`src/rtl/cmp_stable_tracker.sv`:
```
`default_nettype none
// ============================================================================
// cmp_stable_tracker : registered WIDTH-bit magnitude compare with debounce lock
// Rev 1.0 : initial release
// ============================================================================
module cmp_stable_tracker #(
  parameter int WIDTH      = 8,
  parameter bit SIGNED     = 1'b0,
  parameter int STABLE_CNT = 4,
  localparam int CNT_W     = $clog2(STABLE_CNT + 1)
) (
  input  logic             clk,
  input  logic             rst,
  input  logic             in_valid,
  input  logic [WIDTH-1:0] A,
  input  logic [WIDTH-1:0] B,
  output logic             out_valid,
  output logic             ALB,
  output logic             AEB,
  output logic             ASB,
  output logic [CNT_W-1:0] streak,
  output logic             stable,
  output logic             stable_ALB,
  output logic             stable_AEB,
  output logic             stable_ASB,
  output logic             change
);

  localparam logic [CNT_W-1:0] C_SAT = CNT_W'(STABLE_CNT);
  localparam logic [CNT_W-1:0] C_ONE = CNT_W'(1);

  typedef enum logic [1:0] {
    ST_EMPTY  = 2'd0,
    ST_TRACK  = 2'd1,
    ST_LOCKED = 2'd2
  } state_t;

  logic a_gt_b;
  logic a_lt_b;

  generate
    if (SIGNED) begin : g_signed
      assign a_gt_b = $signed(A) > $signed(B);
      assign a_lt_b = $signed(A) < $signed(B);
    end else begin : g_unsigned
      assign a_gt_b = A > B;
      assign a_lt_b = A < B;
    end
  endgenerate

  // Results are kept one-hot as {gt, eq, lt}; all-zero means "none yet".
  logic [2:0] res_new;
  assign res_new = {a_gt_b, ~(a_gt_b | a_lt_b), a_lt_b};

  state_t           state_q, state_d;
  logic [2:0]       res_q, res_d;
  logic [2:0]       stable_res_q, stable_res_d;
  logic [CNT_W-1:0] streak_q, streak_d;
  logic             out_valid_q, out_valid_d;
  logic             change_q, change_d;
  logic             lock;

  always_comb begin
    state_d      = state_q;
    res_d        = res_q;
    stable_res_d = stable_res_q;
    streak_d     = streak_q;
    out_valid_d  = in_valid;
    change_d     = 1'b0;
    lock         = 1'b0;

    if (in_valid) begin
      res_d = res_new;

      if (state_q == ST_EMPTY || res_new != res_q) begin
        streak_d = C_ONE;
      end else if (streak_q >= C_SAT) begin
        streak_d = C_SAT;
      end else begin
        streak_d = streak_q + C_ONE;
      end

      case (state_q)
        ST_EMPTY: begin
          state_d = ST_TRACK;
          lock    = (streak_d >= C_SAT);
        end
        ST_TRACK: begin
          lock = (streak_d >= C_SAT);
        end
        ST_LOCKED: begin
          if (res_new != res_q) state_d = ST_TRACK;
        end
        default: state_d = ST_EMPTY;
      endcase

      // A cleared locked history is all-zero, so it never matches a one-hot result.
      if (lock) begin
        state_d      = ST_LOCKED;
        stable_res_d = res_new;
        change_d     = (res_new != stable_res_q);
      end
    end
  end

  always_ff @(posedge clk) begin
    if (rst) begin
      state_q      <= ST_EMPTY;
      res_q        <= 3'b000;
      stable_res_q <= 3'b000;
      streak_q     <= '0;
      out_valid_q  <= 1'b0;
      change_q     <= 1'b0;
    end else begin
      state_q      <= state_d;
      res_q        <= res_d;
      stable_res_q <= stable_res_d;
      streak_q     <= streak_d;
      out_valid_q  <= out_valid_d;
      change_q     <= change_d;
    end
  end

  assign out_valid  = out_valid_q;
  assign ALB        = res_q[2];
  assign AEB        = res_q[1];
  assign ASB        = res_q[0];
  assign streak     = streak_q;
  assign stable     = (state_q == ST_LOCKED);
  assign stable_ALB = stable_res_q[2];
  assign stable_AEB = stable_res_q[1];
  assign stable_ASB = stable_res_q[0];
  assign change     = change_q;

endmodule
`default_nettype wire

```
`config.mk`:
```
export PLATFORM = sky130hd
export DESIGN_NAME = cmp_stable_tracker
export DESIGN_NICKNAME = d
export VERILOG_FILES = /design/src/rtl/cmp_stable_tracker.sv
export SDC_FILE = /design/constraint.sdc
export NUM_CORES = 1
export LEC_CHECK = 0
export ABC_AREA = 1
export ABC_CLOCK_PERIOD_IN_PS = 2000
export BUFFER_PORTS_ARGS = -buffer_cell sky130_fd_sc_hd__buf_2
export CORE_MARGIN = 2
export CORE_UTILIZATION = 45
export CTS_CLUSTER_SIZE = 12
export DETAILED_ROUTE_END_ITERATION = 16
export HOLD_SLACK_MARGIN = 0.12
export PLACE_DENSITY = 0.72
export SLEW_MARGIN = 20
export SYNTH_ARGS = -nofsm -noshare
export SYNTH_HDL_FRONTEND = slang
export SYNTH_SLANG_ARGS = --single-unit
```
`constraint.sdc`:
```
create_clock -name clk -period 2 [get_ports clk]
set_input_delay 0.1 -clock clk [delete_from_list [all_inputs] [get_ports clk]]
set_output_delay 0.1 -clock clk [all_outputs]
set_load 0.005 [all_outputs]
```
=== Word level (Yosys, flattened, before mapping) ===
Cells that the tools add are included.

* Bits in registers: 13
* Word-level logic and storage cells: 35

* Add/sub/neg operators: 1
* Order comparisons: 4
* Equal/unequal tests: 6
* Multiplexer cells: 8
* Bitwise logic cells: 4
* Reductions and logical operators: 6

{| class="wikitable"
|+ Operators by type and width
! kind !! count
|-
| 3-bit 2-to-1 mux || 3
|-
| 8-bit > comparator || 1
|-
| 8-bit less-than comparator || 1
|-
| 3-bit greater-or-equal comparator, second input constant || 2
|-
| 3-bit != test || 2
|-
| 2-bit one-hot mux with 3 select lines || 1
|-
| 2-bit 2-to-1 mux || 2
|-
| 3-bit by 1-bit adder with 3-bit output, second input constant || 1
|-
| 3-bit by 1-bit != test with 1-bit output, second input constant || 1
|-
| 1-bit NOT || 3
|-
| 3-bit AND reduction || 1
|-
| 3-bit OR reduction || 1
|-
| 2-bit by 1-bit equality test with 1-bit output, second input constant || 1
|-
| 2-bit equality test, second input constant || 1
|-
| 2-bit zero test || 1
|-
| 1-bit 2-to-1 mux || 2
|-
| 2-bit != test, second input constant || 1
|-
| 2-bit AND reduction || 1
|-
| 2-bit OR reduction || 1
|-
| 1-bit logical OR || 1
|-
| 1-bit bitwise OR || 1
|}

=== Depth between registers and ports, before layout ===
Gate-level depths: netlist of run 1.

* Depth after elaboration: 12
* Gate-level depth with buffers: 19
* Depth with buffers taken out: 19

=== Worst setup path before layout of run 1 ===
OpenSTA, ideal clock, no wires.

* Path type: input port to flip-flop
* Start point: input port B[7]
* End point: register stable_res_q[1]
* Library setup time: 0.113 ns
* Arrival time: 1.473 ns
* Data required time: 1.887 ns
* Slack: 0.414 ns
* Stages on the path: 13
* Path through: inv_1 > ha_1 > a21o_1 > nor2_4 > nand2_4 > nand2_1 > nand2_1 > nand2_1 > nand4_4 > nor2_4 > nand2_2 > nor2_1 > nor2_1

* Longest elaborated chain between the ends: 11

{| class="wikitable"
|+ RTL lines
! item !! RTL line !! text
|-
| start, declared || 16 || <nowiki>input logic [WIDTH-1:0] B,</nowiki>
|-
| 8-bit > comparator or 8-bit less-than comparator (tied branches) || 46, 47 ||
|-
| 1-bit bitwise OR || 53 || <nowiki>assign res_new = {a_gt_b, ~(a_gt_b | a_lt_b), a_lt_b};</nowiki>
|-
| 1-bit NOT || 53 ||
|-
| 3-bit != test || 75 || <nowiki>if (state_q == ST_EMPTY || res_new != res_q) begin</nowiki>
|-
| 1-bit logical OR || 75 ||
|-
| 3-bit 2-to-1 mux || 75 ||
|-
| 3-bit 2-to-1 mux || 72 || <nowiki>if (in_valid) begin</nowiki>
|-
| 3-bit greater-or-equal comparator || 86, 89 ||
|-
| 1-bit 2-to-1 mux || - ||
|-
| 1-bit 2-to-1 mux || 72 ||
|-
| 2-bit AND reduction (no source line) || - ||
|-
| end signal, assigned || 117 || <nowiki>stable_res_q <= stable_res_d;</nowiki>
|-
| end, declared || 57 || <nowiki>logic [2:0] stable_res_q, stable_res_d;</nowiki>
|}

Several ways; a longest one is shown, not always the timed one. The select of a mux whose other input is x is not followed.
A chain may end at the register's enable or synchronous reset.

=== Final worst setup path of run 1 ===
* Start point: input port A[7]
* End point: register stable_res_q[1]

* Longest elaborated chain between the ends: 11

{| class="wikitable"
|+ RTL lines
! item !! RTL line !! text
|-
| start, declared || 15 || <nowiki>input logic [WIDTH-1:0] A,</nowiki>
|-
| 8-bit > comparator or 8-bit less-than comparator (tied branches) || 46, 47 ||
|-
| 1-bit bitwise OR || 53 ||
|-
| 1-bit NOT || 53 ||
|-
| 3-bit != test || 75 ||
|-
| 1-bit logical OR || 75 ||
|-
| 3-bit 2-to-1 mux || 75 ||
|-
| 3-bit 2-to-1 mux || 72 ||
|-
| 3-bit greater-or-equal comparator || 86, 89 ||
|-
| 1-bit 2-to-1 mux || - ||
|-
| 1-bit 2-to-1 mux || 72 ||
|-
| 2-bit AND reduction (no source line) || - ||
|}

Several ways; a longest one is shown, not always the timed one. The select of a mux whose other input is x is not followed.

==> results.md, run 1 <==
- Skew-Pair Late Insertion Delay: 290 ps
- Flop2flop setup slack: 650 ps
- Arr. time, crit path: 1710 ps
- Fillcell total: 200
- Synthesized area per cell: 6.75 µm²
- Sequential share of the synthesized area: 27.9%
- P_int: 0.407 mW
- Crit path capture: stable_res_q[1]$_SDFFE_PP0P_
- Initial antenna violation count: 0
- Switching power share of the total: 33.1%
- Reg-to-Reg Start: res_q[2]$_SDFFE_PP0P_
- Top post-synthesis cells by count: nand2_1 (33), inv_1 (28), dfxtp_1 (13), nor2_1 (13), ha_1 (10)
- Total negative slack: 0 ps
- Core footprint: 0.00196 mm²
- Multi-input gate area: 554 µm²
- RePlAce Congestion: 0.758
- RSZ-0062 raised after global routing: no
- Layout area overhead: 23.2%
- Initial Util: 47.5%
- Crit-path max FO: 10
- FFs w/ async S/R, synth: 0%
- Total routed wirelength: 1.95 mm
- Die W: 49.5 µm
- Flop pwr share: 45.6%
- Slew @ Worst Pin: 244 ps
- Initial DRT Pass Iterations: 4
- Setup crit start kind: input pin
- Worst hold path type: input pin to flop
- # rows: 16
- Headroom to the max-slew limit: 83.6%
- Remaining DRCs: 0
- Clock Power Share: 28.3%
- VDD IR-drop max: 369 µV
- Number of port buffers: 30
- Post-synth cell types: 23
- Hpwl dp: 1.57 mm
- EDFF count, synth: 0
- Cell area after synthesis: 932 µm²
- Ports: 31
- Worst Skew: 7.72 ps
- Nets: 202
- Clock slew at reported path FFs: 90 ps
- Root Driver: clkbuf_4
- Vias in the first global route: 877
- Setup crit end kind: flop
- Count of final setup violators: 0
- Post-CTS Hold Buffers: 1
- Post-CTS sizing: 0
- Post-CTS Setup Bufs: 0
- Vias per cell: 4.63
- Reg2reg end: stable_res_q[1]$_SDFFE_PP0P_
- Min cycle time layout: 1510 ps
- Max Cap Viol: 0
- Total power: 0.608 mW
- Die ar.: 0.00245 mm²
- Grt ovf: 0
- Diodes inserted: 0
- Primary FF master, synth: dfxtp_1
- Data required, critical path: 2200 ps
- Clk sinks: 13
- Total GRT Usage: 17.8%
- Pins Over Slew Limit: 0
- Antenna-violating nets left: 0
- Synth area leader: dfxtp_1
- Critical path class: input pin to flop
- Leakage Power: 0.669 nW
- Hold Vio Cnt, Final: 0
- CTS Buffer Depth: 2
- Reg2Reg Depth: 11
- Cell count after synthesis: 138
- Synthesized flop and latch total: 13
- 1st-iter DRT viols: 11
- Period utilisation layout: 75.4%
- Layout cells sized above 1: 27.9%
- Synth top area share: 27.9%
- Synth top area cells: dfxtp_1 (28%), ha_1 (13%), nand2_1 (13%)
- Wire per inst: 9.78 µm
- Critical Path Start: A[7]
- Register area: 260 µm²
- CTS H-tree depth: 1
- First-pass GRT wire length: 3.44 mm
- Status: finished clean
- Count of yosys warnings during synthesis: 0
- Max Clk Rate: 0.663 GHz
- Combinational Power Share: 26.1%
- DR vias: 921
- Pin count of the biggest net entering global routing: 12
- Sw Pwr: 0.201 mW
- Die Span Y: 49.5 µm
- PwrDens: 529 mW/mm²
- CTS tree: built
- Cts bufs inserted: 3
- Most frequent cell after synthesis: nand2_1
- Post-Syn Nets: 167
-- cell usage in the layout, fill, tap and decap left out, types with 2 or more instances in the layout --
| master | instances |
|---|---|
| nand2_1 | 33 |
| ha_1 | 10 |
| nor3_1 | 2 |
| o21ai_0 | 6 |
| nor2_4 | 3 |
| nand3_1 | 5 |
| inv_1 | 28 |
| nor2_1 | 13 |
| o22ai_1 | 2 |
| buf_2 | 30 |
| dfxtp_1 | 13 |
| clkbuf_4 | 3 |
| a21oi_1 | 6 |
| nand2_2 | 6 |
-- critical path, stage by stage --
cell and delay, ps:
buf_2 100, ha_1 310, a21o_1 210, nor2_4 130, nand2_4 100, nand2_1 70, nand2_1 60, nand2_1 100
nand4_4 120, nor2_4 150, nand2_2 100, nor2_1 100, nor2_1 50
-- logic make-up after synthesis --
group | synth area share [%]
and+or+nand+nor | 34.8
DFF | 27.9
adders and majority gates | 13.4
AOI/OAI and AO/OA | 11.3
buffers and inverters | 12.6
-- power by group through the flow --
stage / clock network [mW] / registers [mW] / logic [mW]
2_1_floorplan: 0 / 0.283 / 0.112
3_3_place_gp: 0 / 0.283 / 0.151
3_5_place_dp: 0 / 0.283 / 0.158
4_1_cts: 0.174 / 0.277 / 0.160
5_1_grt: 0.192 / 0.279 / 0.183
6_report: 0.172 / 0.277 / 0.159
-- final cells by class --
cell class              count  area share [%]
inverters                  30            9.80
clock buffers               3            1.96
clock inverters             1           0.436
well taps                  27            2.94
flip-flops and latches     13            22.7
repair buffers             31            13.9
multi-input cells          94            48.3
-- state kept, by name, indices dropped and copies added, names as in the netlist --
signal and count:
change 1, out_valid 1, res_q 3, stable_res_q 3
state_q 2, streak 3
-- stage by stage --
stage                     instances  utilization, %  area, µm²  hold WS, ps  setup slack [ps]
after global placement          194            56.6       1110          329               227
after CTS                       199            58.5       1150          131               488
after floorplan                 138               -        932          179               414
final                           199            58.5       1150          132               492
after global routing            199            58.5       1150          139               288
after detailed placement        194            56.6       1110          331               173
-- layer usage --
layer  vias to the layer above  wire, µm  global-route usage, %
met5                         -         0                      0
met4                         0        33                   6.94
met3                         5        94                   3.94
met2                        18       904                   31.1
met1                       404       915                   21.2
li1                        494         -                      -
-- worst min path at each step --
stage | from | to | slack [ps] | cells past startpoint
floorplan | rst | change$_SDFF_PP0_ | 180 | 1
global route | in_valid | res_q[0]$_SDFFE_PP0P_ | 140 | 2
CTS | in_valid | res_q[0]$_SDFFE_PP0P_ | 130 | 2
detailed placement | rst | change$_SDFF_PP0_ | 330 | 2
global placement | rst | change$_SDFF_PP0_ | 330 | 2
finish | in_valid | res_q[0]$_SDFFE_PP0P_ | 130 | 2
Note: power is estimated with default switching activity, not from simulation.
==> inputs of run 2 (changes only) <==
ABC_CLOCK_PERIOD_IN_PS = 1300   (was 2000)
CORE_UTILIZATION = 44   (was 45)
PLACE_DENSITY = 0.74   (was 0.72)
clock period = 1.3 ns   (was 2 ns; I/O delays follow)
==> run 2 against run 1 <==
Compared with the run above:
- the run now ends with setup timing left
- via count is 10% higher
- design area rose by 33%
- critical path depth up 4
- clock-buffer cell count up 1
- clock skew down 4.2 ps
- register-to-register slack worse by 720 ps
- critical endpoint is now stable_res_q[2]$_SDFFE_PP0P_
==> results.md, run 2 (synthesis results as in run 1) <==
- Post-route cell area: 0.00153 mm² (was 0.00115 mm²)
- M3 GR Usage: 3.94% (unchanged)
- Vias per cell: 4.77 (was 4.63)
- Leakage Power: 0.789 nW (was 0.669 nW)
- VDD IR-drop max: 651 µV (was 369 µV)
- Placed cell areas: 0.00135 mm² (was 0.00111 mm²)
- Final core occ: 77.0% (was 58.5%)
- Slew @ Worst Pin: 262 ps (was 244 ps)
- Critical path class: input pin to flop (unchanged)
- Layout cells sized above 1: 51.6% (was 27.9%)
- Die W: 50.0 µm (was 49.5 µm)
- Period utilisation layout: 107%
- RSZ-0062 raised after global routing: yes (was no)
- Status: finished with violations (was finished clean)
- Die ar.: 0.00250 mm² (was 0.00245 mm²)
- Met2 usage: 35.3% (was 31.1%)
- CP top delay family: simple AND/OR/NAND/NOR gates (unchanged)
- Total routed wirelength: 2.25 mm (was 1.95 mm)
- Diodes inserted: 0 (unchanged)
- Number of port buffers: 30 (unchanged)
- Worst setup margin: -91.1 ps (was 492 ps)
- Setup crit start kind: input pin (unchanged)
- Arr. time, crit path: 1610 ps (was 1710 ps)
- Max Cap Viol: 0 (unchanged)
- Ports: 31 (unchanged)
- CTS Buffer Depth: 2 (unchanged)
- Commonest non-fill, non-tap cell in the layout: buf_2 (was nand2_1)
- First-pass GRT wire length: 3.70 mm (was 3.44 mm)
- Fillcell total: 139 (was 200)
- Hold Vio Cnt, Final: 0 (unchanged)
- Vias in the first global route: 938 (was 877)
- GR peak layer: met2 (unchanged)
- Hpwl dp: 1.69 mm (was 1.57 mm)
- Data required, critical path: 1520 ps (was 2200 ps)
- Slowest CP cell: ha_4 (was ha_1)
- Min cycle time layout: 1390 ps
- # rows: 16 (unchanged)
- CP Cell Sequence: buf_6 > inv_12 > ha_4 > nand2_4 > nor2_4 > nand2_2 > a21oi_2 > nand2_2 > nand2_2 > nand2_2 > inv_2 > nand4_4 > nor2_4 > nand2_4 > nand2_2 > nand2_1 > nor2_1 (was buf_2 > ha_1 > a21o_1 > nor2_4 > nand2_4 > nand2_1 > nand2_1 > nand2_1 > nand4_4 > nor2_4 > nand2_2 > nor2_1 > nor2_1)
- Root Driver: clkbuf_4 (unchanged)
- Clock slew at reported path FFs: 80 ps (was 90 ps)
- Met1 usage: 20.9% (was 21.2%)
- Remaining DRCs: 0 (unchanged)
- RePlAce Congestion: 0.830 (was 0.758)
- Die Span Y: 50.0 µm (was 49.5 µm)
- Total negative slack: -388 ps (was 0 ps)
- Layout area overhead: 63.6% (was 23.2%)
- CTS H-tree depth: 1 (unchanged)
- Clk sinks: 13 (unchanged)
- Most frequent cells in the layout: buf_2 (21), nand2_1 (20), inv_1 (19) (was nand2_1 (33), buf_2 (30), inv_1 (28))
- Initial Util: 47.0% (was 47.5%)
- Pin count of the biggest net entering global routing: 12 (unchanged)
- Nets: 216 (was 202)
- Total GRT Usage: 19.1% (was 17.8%)
- Total power: 1.10 mW (was 0.608 mW)
- Crit path buffers/inverters: 3 (was 1)
- Crit-path max FO: 5 (was 10)
- CP most frequent cell: nand2_2 (was nand2_1)
- Initial antenna violation count: 0 (unchanged)
- Pins Over Slew Limit: 0 (unchanged)
- 1st-iter DRT viols: 27 (was 11)
- Setup crit end kind: flop (unchanged)
- Biggest cell delay along the critical path: 270 ps (was 310 ps)
- Worst hold path type: input pin to flop (unchanged)
- Headroom to the max-slew limit: 82.4% (was 83.6%)
- Antenna-violating nets left: 0 (unchanged)
- PwrDens: 718 mW/mm² (was 529 mW/mm²)
- Initial DRT Pass Iterations: 4 (unchanged)
- Count of final setup violators: 8 (was 0)
- Cts bufs inserted: 3 (unchanged)
- Hold Slack: 159 ps (was 132 ps)
- Worst Skew: 3.53 ps (was 7.72 ps)
- Grt ovf: 0 (unchanged)
- Skew-Pair Late Insertion Delay: 280 ps (was 290 ps)
- CTS tree: built (unchanged)
- DR vias: 1015 (was 921)
- Core footprint: 0.00198 mm² (was 0.00196 mm²)
- Wire per inst: 10.5 µm (was 9.78 µm)
- Failing checks: setup timing
- Max Clk Rate: 0.719 GHz
==> run 2: cell count changes in the layout (fill, tap and decap cells not counted), sizes merged <==
cell	delta
buf	+14
clkbuf	+1
clkinv	-1
==> run 2: worst register-to-register path: cells and delay by family (launching register included) <==
family	cells	cell delay (ps)
AOI/OAI and AO/OA	1	140
buffers and inverters	2	120
DFF	1	330
and+or+nand+nor	9	730
==> run 2: final cells by class <==
| type | instances | area (µm²) | share of cell area, % |
|---|---|---|---|
| multi-input cells | 94 | 744 | 48.8 |
| clock buffers | 4 | 26.3 | 1.72 |
| flip-flops and latches | 13 | 260 | 17.1 |
| repair buffers | 45 | 325 | 21.3 |
| well taps | 27 | 33.8 | 2.21 |
| inverters | 30 | 135 | 8.86 |
==> run 2: timing repair <==
| item | 4_1_cts | 5_1_grt |
|---|---|---|
| resized for setup | 19 | 15 |
| hold buffers | 1 | 0 |
| endpoints found under the hold margin | 2 | 0 |
| endpoints found under the setup margin | 8 | 8 |
| pin swaps | 15 | 5 |
| buffers inserted | 1 | 0 |
==> run 2: power breakdown <==
group	total [mW]	switching [mW]	internal, mW
Sequential	0.423	0.00946	0.413
Combinational	0.420	0.214	0.205
Clock	0.253	0.134	0.119
==> run 2: final timing paths <==
check	startpoint	endpoint	slack, ps	depth (start not counted)
setup / recovery	B[5]	stable_res_q[2]$_SDFFE_PP0P_	-90	17
hold / removal	in_valid	res_q[0]$_SDFFE_PP0P_	160	2
setup reg to reg	res_q[2]$_SDFFE_PP0P_	stable_res_q[2]$_SDFFE_PP0P_	-70	12
hold reg to reg	streak[1]$_SDFFE_PP0P_	streak[1]$_SDFFE_PP0P_	530	2
==> run 2: layer usage <==
metal	vias to the layer above	part of all wire [%]
met3	4	6.0
met2	28	53
met4	0	0.89
met1	454	40
met5	-	0
li1	529	-
==> run 2: metrics by stage <==
| stage | instances | setup slack, ps |
|---|---|---|
| after global routing | 213 | -235 |
| after CTS | 213 | -106 |
| after global placement | 207 | -449 |
| after detailed placement | 207 | -512 |
| after floorplan | 138 | -208 |
| final | 213 | -91.1 |
